File: src/rtl/qpsk_pkg.sv
// Shared types and constants for the QPSK framed symbol source.
// Holds the FSM encoding, PRBS-15 seed and taps, and the preamble dibits.
package qpsk_pkg;

    typedef enum logic [1:0] {
        ST_IDLE     = 2'd0,
        ST_PREAMBLE = 2'd1,
        ST_PAYLOAD  = 2'd2,
        ST_GAP      = 2'd3
    } state_t;

    localparam logic [14:0] PRBS_SEED  = 15'h7FFF;
    localparam int          PRBS_TAP_A = 14;
    localparam int          PRBS_TAP_B = 13;

    localparam logic [1:0] PRE_SYM_EVEN = 2'b00;
    localparam logic [1:0] PRE_SYM_ODD  = 2'b11;

    function automatic int max3(input int a, input int b, input int c);
        int m;
        m = (a > b) ? a : b;
        return (m > c) ? m : c;
    endfunction

endpackage

File: src/rtl/prbs15_gen.sv
// PRBS-15 (x^15 + x^14 + 1) generator; prbs_bit is the bit the next step shifts in.
// One step per cycle when step is high; reseed wins over step; no backpressure.
module prbs15_gen
    import qpsk_pkg::*;
(
    input  logic        clk,
    input  logic        rst_n,
    input  logic        reseed,
    input  logic        step,
    output logic        prbs_bit,
    output logic [14:0] lfsr_state
);

    assign prbs_bit = lfsr_state[PRBS_TAP_A] ^ lfsr_state[PRBS_TAP_B];

    always_ff @(posedge clk or negedge rst_n) begin
        if (!rst_n) begin
            lfsr_state <= PRBS_SEED;
        end else if (reseed) begin
            lfsr_state <= PRBS_SEED;
        end else if (step) begin
            lfsr_state <= {lfsr_state[13:0], prbs_bit};
        end
    end

endmodule

File: src/rtl/qpsk_frame_gen.sv
// Framed QPSK dibit source: preamble, PRBS-15 payload (optionally differential), idle gap.
// New symbol registered every SYM_DIV cycles; free-running source with no backpressure.
module qpsk_frame_gen
    import qpsk_pkg::*;
#(
    parameter int SYM_DIV      = 1200,
    parameter int PREAMBLE_LEN = 16,
    parameter int PAYLOAD_LEN  = 240,
    parameter int GAP_LEN      = 8,
    parameter bit DIFF_EN      = 1'b0
) (
    input  logic       clk,
    input  logic       rst_n,
    input  logic       en,
    output logic [1:0] sym_data,
    output logic       sym_valid,
    output logic       frame_start,
    output logic       frame_end,
    output logic       busy
);

    localparam int DIV_W   = $clog2(SYM_DIV);
    localparam int LEN_MAX = max3(PREAMBLE_LEN, PAYLOAD_LEN, GAP_LEN);
    localparam int CNT_W   = (LEN_MAX > 1) ? $clog2(LEN_MAX) : 1;

    localparam logic [DIV_W-1:0] DIV_LAST = DIV_W'(SYM_DIV - 1);
    localparam logic [DIV_W-1:0] DIV_HI   = DIV_W'(SYM_DIV - 2);
    localparam logic [CNT_W-1:0] PRE_LAST = CNT_W'(PREAMBLE_LEN - 1);
    localparam logic [CNT_W-1:0] PAY_LAST = CNT_W'(PAYLOAD_LEN - 1);
    localparam logic [CNT_W-1:0] GAP_LAST = CNT_W'(GAP_LEN - 1);

    state_t           state_q, state_d;
    logic [DIV_W-1:0] div_q;
    logic [CNT_W-1:0] cnt_q, cnt_d;
    logic [1:0]       acc_q, acc_d;
    logic [1:0]       sym_data_d;
    logic             sym_valid_d, frame_start_d, frame_end_d, busy_d;

    logic             tick;
    logic             prbs_bit;
    logic [14:0]      lfsr_state;
    logic [1:0]       dibit, payload_sym;

    assign tick = (state_q != ST_IDLE) && (div_q == DIV_LAST);

    // Steps land on the edges ending divider counts SYM_DIV-2 and SYM_DIV-1,
    // so at the tick the high bit sits in lfsr_state[0] and the low bit is prbs_bit.
    prbs15_gen u_prbs (
        .clk        (clk),
        .rst_n      (rst_n),
        .reseed     (state_q == ST_PREAMBLE),
        .step       ((state_q == ST_PAYLOAD) && (div_q == DIV_HI || div_q == DIV_LAST)),
        .prbs_bit   (prbs_bit),
        .lfsr_state (lfsr_state)
    );

    assign dibit       = {lfsr_state[0], prbs_bit};
    assign payload_sym = DIFF_EN ? (acc_q + dibit) : dibit;

    always_comb begin
        state_d       = state_q;
        cnt_d         = cnt_q;
        acc_d         = acc_q;
        sym_data_d    = sym_data;
        sym_valid_d   = 1'b0;
        frame_start_d = 1'b0;
        frame_end_d   = 1'b0;
        busy_d        = busy;
        unique case (state_q)
            ST_IDLE: begin
                cnt_d = '0;
                acc_d = '0;
                if (en) state_d = ST_PREAMBLE;
            end
            ST_PREAMBLE: begin
                acc_d = '0;
                if (tick) begin
                    sym_data_d    = cnt_q[0] ? PRE_SYM_ODD : PRE_SYM_EVEN;
                    sym_valid_d   = 1'b1;
                    frame_start_d = (cnt_q == '0);
                    busy_d        = 1'b1;
                    if (cnt_q == PRE_LAST) begin
                        cnt_d   = '0;
                        state_d = ST_PAYLOAD;
                    end else begin
                        cnt_d = cnt_q + CNT_W'(1);
                    end
                end
            end
            ST_PAYLOAD: begin
                if (tick) begin
                    sym_data_d  = payload_sym;
                    acc_d       = payload_sym;
                    sym_valid_d = 1'b1;
                    if (cnt_q == PAY_LAST) begin
                        frame_end_d = 1'b1;
                        busy_d      = 1'b0;
                        cnt_d       = '0;
                        state_d     = ST_GAP;
                    end else begin
                        cnt_d = cnt_q + CNT_W'(1);
                    end
                end
            end
            ST_GAP: begin
                if (tick) begin
                    sym_data_d = 2'b00;
                    if (cnt_q == GAP_LAST) begin
                        cnt_d   = '0;
                        state_d = en ? ST_PREAMBLE : ST_IDLE;
                    end else begin
                        cnt_d = cnt_q + CNT_W'(1);
                    end
                end
            end
            default: state_d = ST_IDLE;
        endcase
    end

    always_ff @(posedge clk or negedge rst_n) begin
        if (!rst_n) begin
            state_q     <= ST_IDLE;
            div_q       <= '0;
            cnt_q       <= '0;
            acc_q       <= '0;
            sym_data    <= '0;
            sym_valid   <= 1'b0;
            frame_start <= 1'b0;
            frame_end   <= 1'b0;
            busy        <= 1'b0;
        end else begin
            state_q     <= state_d;
            div_q       <= (state_q == ST_IDLE || tick) ? '0 : div_q + DIV_W'(1);
            cnt_q       <= cnt_d;
            acc_q       <= acc_d;
            sym_data    <= sym_data_d;
            sym_valid   <= sym_valid_d;
            frame_start <= frame_start_d;
            frame_end   <= frame_end_d;
            busy        <= busy_d;
        end
    end

    // An all-zero LFSR would lock up and emit a constant payload forever.
    lfsr_not_locked: assert property (@(posedge clk) disable iff (!rst_n) lfsr_state != '0);

endmodule

File: config.mk
export PLATFORM = sky130hd
export DESIGN_NAME = qpsk_frame_gen
export DESIGN_NICKNAME = d
export VERILOG_FILES = /design/src/rtl/qpsk_pkg.sv /design/src/rtl/prbs15_gen.sv /design/src/rtl/qpsk_frame_gen.sv
export SDC_FILE = /design/constraint.sdc
export NUM_CORES = 1
export LEC_CHECK = 0
export BUFFER_PORTS_ARGS = -buffer_cell sky130_fd_sc_hd__buf_2
export CAP_MARGIN = 5
export CORE_ASPECT_RATIO = 0.9
export CORE_UTILIZATION = 60
export CTS_CLUSTER_SIZE = 8
export DETAILED_ROUTE_END_ITERATION = 16
export PLACE_DENSITY = 0.78
export REMOVE_ABC_BUFFERS = 1
export SYNTH_ARGS = -nofsm -noshare
export SYNTH_HDL_FRONTEND = slang
export SYNTH_SLANG_ARGS = --single-unit
export TNS_END_PERCENT = 20
File: constraint.sdc
create_clock -name clk -period 2.6 [get_ports clk]
set_input_delay 0.52 -clock clk [delete_from_list [all_inputs] [get_ports clk]]
set_output_delay 0.52 -clock clk [all_outputs]
set_load 0.05 [all_outputs]
== Word level (Yosys, flattened, before mapping) ==
Cells that the tools add are included.
Storage, ports and cells
  bits in registers: 42
  bits in latches: 0
  RAM bits: 0
  memory bits (read-only): 0
  input bits: 3
  output and inout bits: 6
  word-level logic and storage cells: 77
  memories kept: 0
Operators by class
  add/subtract/negate cells: 2
  $mul: 0
  div/mod/pow operators: 0
  order comparisons: 0
  equality and inequality tests: 15
  shift-type cells: 0
  multiplexer cells: 35
  bitwise operators: 1
  reduce and logical (&&, ||, !) cells: 15
Operator list (number)
  8-bit two-way mux: 6
  8-bit case mux with 4 select lines: 1
  15-bit two-way mux: 2
  11-bit equality test, second input constant: 2
  2-bit two-way mux: 11
  2-bit != test, second input constant: 6
  11-bit by 1-bit adder with 11-bit output, second input constant: 1
  1-bit two-way mux: 11
  11-bit two-way mux: 1
  8-bit by 1-bit adder with 8-bit output, second input constant: 1
  8-bit by 3-bit equality test with 1-bit output, second input constant: 1
  8-bit by 4-bit equality test with 1-bit output, second input constant: 1
  8-bit equality test, second input constant: 1
  8-bit zero test: 1
  2-bit case mux with 4 select lines: 1
  4-bit AND reduction: 2
  7-bit AND reduction: 1
  2-bit case mux with 3 select lines: 1
  2-bit nonzero test: 3
  2-bit equality test, second input constant: 2
  3-bit AND reduction: 1
  3-bit nonzero test: 1
  2-bit by 1-bit equality test with 1-bit output, second input constant: 1
  1-bit logical AND: 2
  6 further kinds: 7

== Logic depth before layout (Yosys ltp) ==
  depth after elaboration: 5
  mapped depth: 8
  depth with buffers taken out: 7

== By module ==
From an unflattened synthesis, not the netlist that was laid out.
Second synthesis, totals
  cells, all modules: 212
  area, all modules: 2235.9 µm²
Modules (own cells, without submodules)
  qpsk_frame_gen: times used 1, cells each 161, area each 1591.5 µm², seq. area each 675.6 µm²
  prbs15_gen: times used 1, cells each 51, area each 644.4 µm², seq. area each 394.1 µm²

== Worst setup path before layout ==
OpenSTA, ideal clock, no wires.
  path type: register to register
  from: register state_q[0]
  to: register cnt_q[6]
  library setup time: 101 ps
  arrival time: 1976 ps
  data required time: 2499 ps
  setup slack: 523 ps
  stages on the path, launching flop included: 8
  buffers on the path: 1
  period minus slack after synthesis: 2077 ps
  path through: dfrtp_1 > inv_1 > ha_1 > clkbuf_1 > nor3_1 > o31a_1 > or3_4 > o311ai_2
On the way
  longest elaborated chain between the ends: 4
  elaborated cells on any way between the ends: 11
  classes of those cells: eq/ne: 6; mux: 1; reduce/logical: 4
RTL lines
  from (decl): RTL line qpsk_frame_gen.sv:32  | state_t state_q, state_d;
  from (signal assigned): RTL line qpsk_frame_gen.sv:132  | state_q <= state_d;
  2-bit nonzero test: RTL line qpsk_frame_gen.sv:44  | assign tick = (state_q != ST_IDLE) && (div_q == DIV_LAST);
  1-bit logical AND: RTL line qpsk_frame_gen.sv:44
  2-bit != test (no line)
  3-bit AND reduction (no line)
  to (signal assigned): RTL line qpsk_frame_gen.sv:134  | cnt_q <= cnt_d;
  to (decl): RTL line qpsk_frame_gen.sv:34  | logic [CNT_W-1:0] cnt_q, cnt_d;
Several ways; a longest one is shown, not always the timed one.
A chain may end at the register's enable or synchronous reset.

== Worst setup path after layout ==
Ends and elaborated chain as after synthesis.

==> qor.txt <==
post-synthesis cell area: 2160 sq um
WL per Instance: 15.1 um
internal power: 0.872 mW
P per Cell Area: 473 nW/um^2
most common cell after layout, fill and taps aside: dfrtp_1
share of layout cells above drive strength 1: 17.5%
gp weighted congestion: 0.935
Layout area overhead: 7.94%
CP Capture Type: register
worst setup margin: 0.291 ns
Max H-tree Level: 2
largest net degree at the start of global routing: 43
detailed placer's ending HPWL: 2.73 mm
io pins: 9
antenna cell count: 0
Max-Cap Viols: 0
Worst Skew: 0.00879 ns
DRT Pass-1 Iters: 4
status: completed
Initial Util: 63.5%
Fillers: 269
DRT antenna net count: 0
HP Class: input pin to asynchronous set/reset pin
CP Launch Type: register
Post-Synthesis Cells: 206
nets@finish: 228
Area after DPL: 2240 sq um
total wire length: 3.93 mm
most frequent cells in the layout: dfrtp_1 (27), nor2_1 (20), dfstp_2 (15)
Final Hold Fails: 0
Post-CTS Resized: 0
Crit Path Class: register to register
register area share after synthesis: 49.5%
total power: 1.10 mW
Leakage: 0.983 nW
CTS clk-pin slew, worst paths: 0.08 ns
Slew Limit Fails: 0
# rows: 20
Post-CTS Setup Inserts: 0
CTS tree: built
Post-synth EDFFs: 0
fmax: 433 MHz
Data required, critical path: 2.80 ns
GR Util All Layers: 23.8%
Comb pwr share: 1.2%
min Tclk post-route: 2.31 ns
CP Data Arrival Time: 2.51 ns
area of the core: 3400 sq um
net switching power: 0.230 mW
initial antenna violation count: 0
deepest clock path buffer count: 2
Worst-Margin Slew: 0.890 ns
Remaining DRCs: 0
final setup violating endpoints: 0
sw frac: 20.9%
period utilization: 88.8%
Mean Syn Cell Area: 10.5 sq um
Port Buffer Count: 8
clock share of power: 39.4%
Async SR Flop Fraction: 100%
Skew-Pair Late Insertion Delay: 0.30 ns
crit-path max FO: 8
first-pass GRT wire length: 6.72 mm
root buffer cell: clkbuf_8
drt via density: 5.98
DRT iter0 DRCs: 100
total congestion overflow: 0
Die Ht: 58.9 um
Syn. warnings: 0
Die ar.: 3840 sq um
final instance area: 2330 sq um
CTS Sinks: 42
Post-CTS Hold Buffers: 0
Setup Total Neg Slack: 0 ns
Worst VDD drop: 312 uV
sequential share of power: 59.4%
Synth cell types: 40
RSZ-0062 raised after global routing: no
Fin Hold WS: 0.343 ns
Synth Flop Type: dfrtp_1
chip width: 65.2 um
number of global-route vias before repair: 1,493
#FFs+latches synth: 42
vias after detailed routing: 1,562
Place WS: 0.333 ns
slew margin rel.: 40.7%
Inserted Clock Buffers: 5
[critical path: stages, from the launching register on]
cell and delay, ns:
dfrtp_1 0.44, inv_1 0.12, ha_1 0.23, and4b_1 0.26, and4_1 0.32, nor2_1 0.17, or3_4 0.41, o311ai_2 0.27
[per-stage QoR]
stage	std cells	util (%)
after floorplan	199	-
after global placement	253	65.8
after detailed placement	253	65.8
after CTS	261	68.5
after global routing	261	68.5
final	261	68.5
[power groups by stage]
| stage | clock network (mW) | registers (mW) | logic, mW |
|---|---|---|---|
| 2_1_floorplan | 0 | 0.666 | 0.000000591 |
| 3_3_place_gp | 0 | 0.666 | 0.0134 |
| 3_5_place_dp | 0 | 0.666 | 0.0141 |
| 4_1_cts | 0.438 | 0.654 | 0.0139 |
| 5_1_grt | 0.467 | 0.654 | 0.0155 |
| 6_report | 0.434 | 0.654 | 0.0132 |
[layer usage]
metal	track usage (%)	vias up	share of wire (%)
met3	7.36	10	4.5
met1	32.2	753	48
met4	11.5	0	2.0
met5	0	-	0
met2	34.9	38	45
li1	-	761	-
[synthesized netlist by cell type, types with 2 or more instances]
library cell,instances,share of area (%)
clkbuf_1,5,0.87
nor2b_1,14,4.1
o31ai_1,5,1.7
dfstp_2,15,18
or2_2,2,0.58
buf_2,2,0.46
nand2_1,9,1.6
nor2_1,20,3.5
xnor2_1,3,1.2
nand4_1,5,1.4
nand2b_1,3,0.87
nand3_1,9,2.1
ha_1,9,5.2
o21ai_0,9,2.1
a21oi_1,5,1.2
o2bb2ai_1,2,0.81
and3_1,3,0.87
nor3_1,7,1.6
and2_1,2,0.58
dfrtp_1,27,31
o31a_1,2,0.81
xor2_1,7,2.8
o311ai_2,2,1.5
a211o_1,14,5.7
inv_1,8,1.4
nand4b_1,3,1.2
[worst paths after layout]
path / startpoint / endpoint / slack [ns] / depth (start not counted)
max: state_q[0] / cnt_q[6] / 0.29 / 7
min: rst_n / frame_end / 0.34 / 1
max reg2reg: state_q[0] / cnt_q[6] / 0.29 / 7
min reg2reg: sym_data[0] / sym_data[0] / 0.53 / 2
max in group asynchronous: rst_n / sym_data[1] / 1.71 / 1
min in group clk: sym_data[0] / sym_data[0] / 0.53 / 2
[flip-flops by register name, summed over array words and instances (netlist names), 2 cells and up]
register,flops
cnt_q,8
div_q,11
state_q,2
sym_data,2
u_prbs.lfsr_state,15
[cell type report]
class | count | area [sq um] | area share [%]
well taps | 44 | 55.1 | 2.36
repair buffers | 10 | 55.1 | 2.36
flip-flops and latches | 42 | 1070 | 45.9
inverters | 8 | 30.0 | 1.29
multi-input cells | 149 | 1030 | 44.2
clock buffers | 8 | 90.1 | 3.86
[cells by family after synthesis]
logic type / count (synthesis) / synth area share [%]
adder cells (fa/ha/maj): 9 / 5.21
XOR/XNOR: 10 / 4.06
multiplexers: 1 / 0.464
AO/OA/AOI/OAI: 45 / 16.2
flip-flops: 42 / 49.5
AND/OR/NAND/NOR: 84 / 21.8
buffers and inverters: 15 / 2.72
No activity file was read; power rests on OpenSTA's default activity.
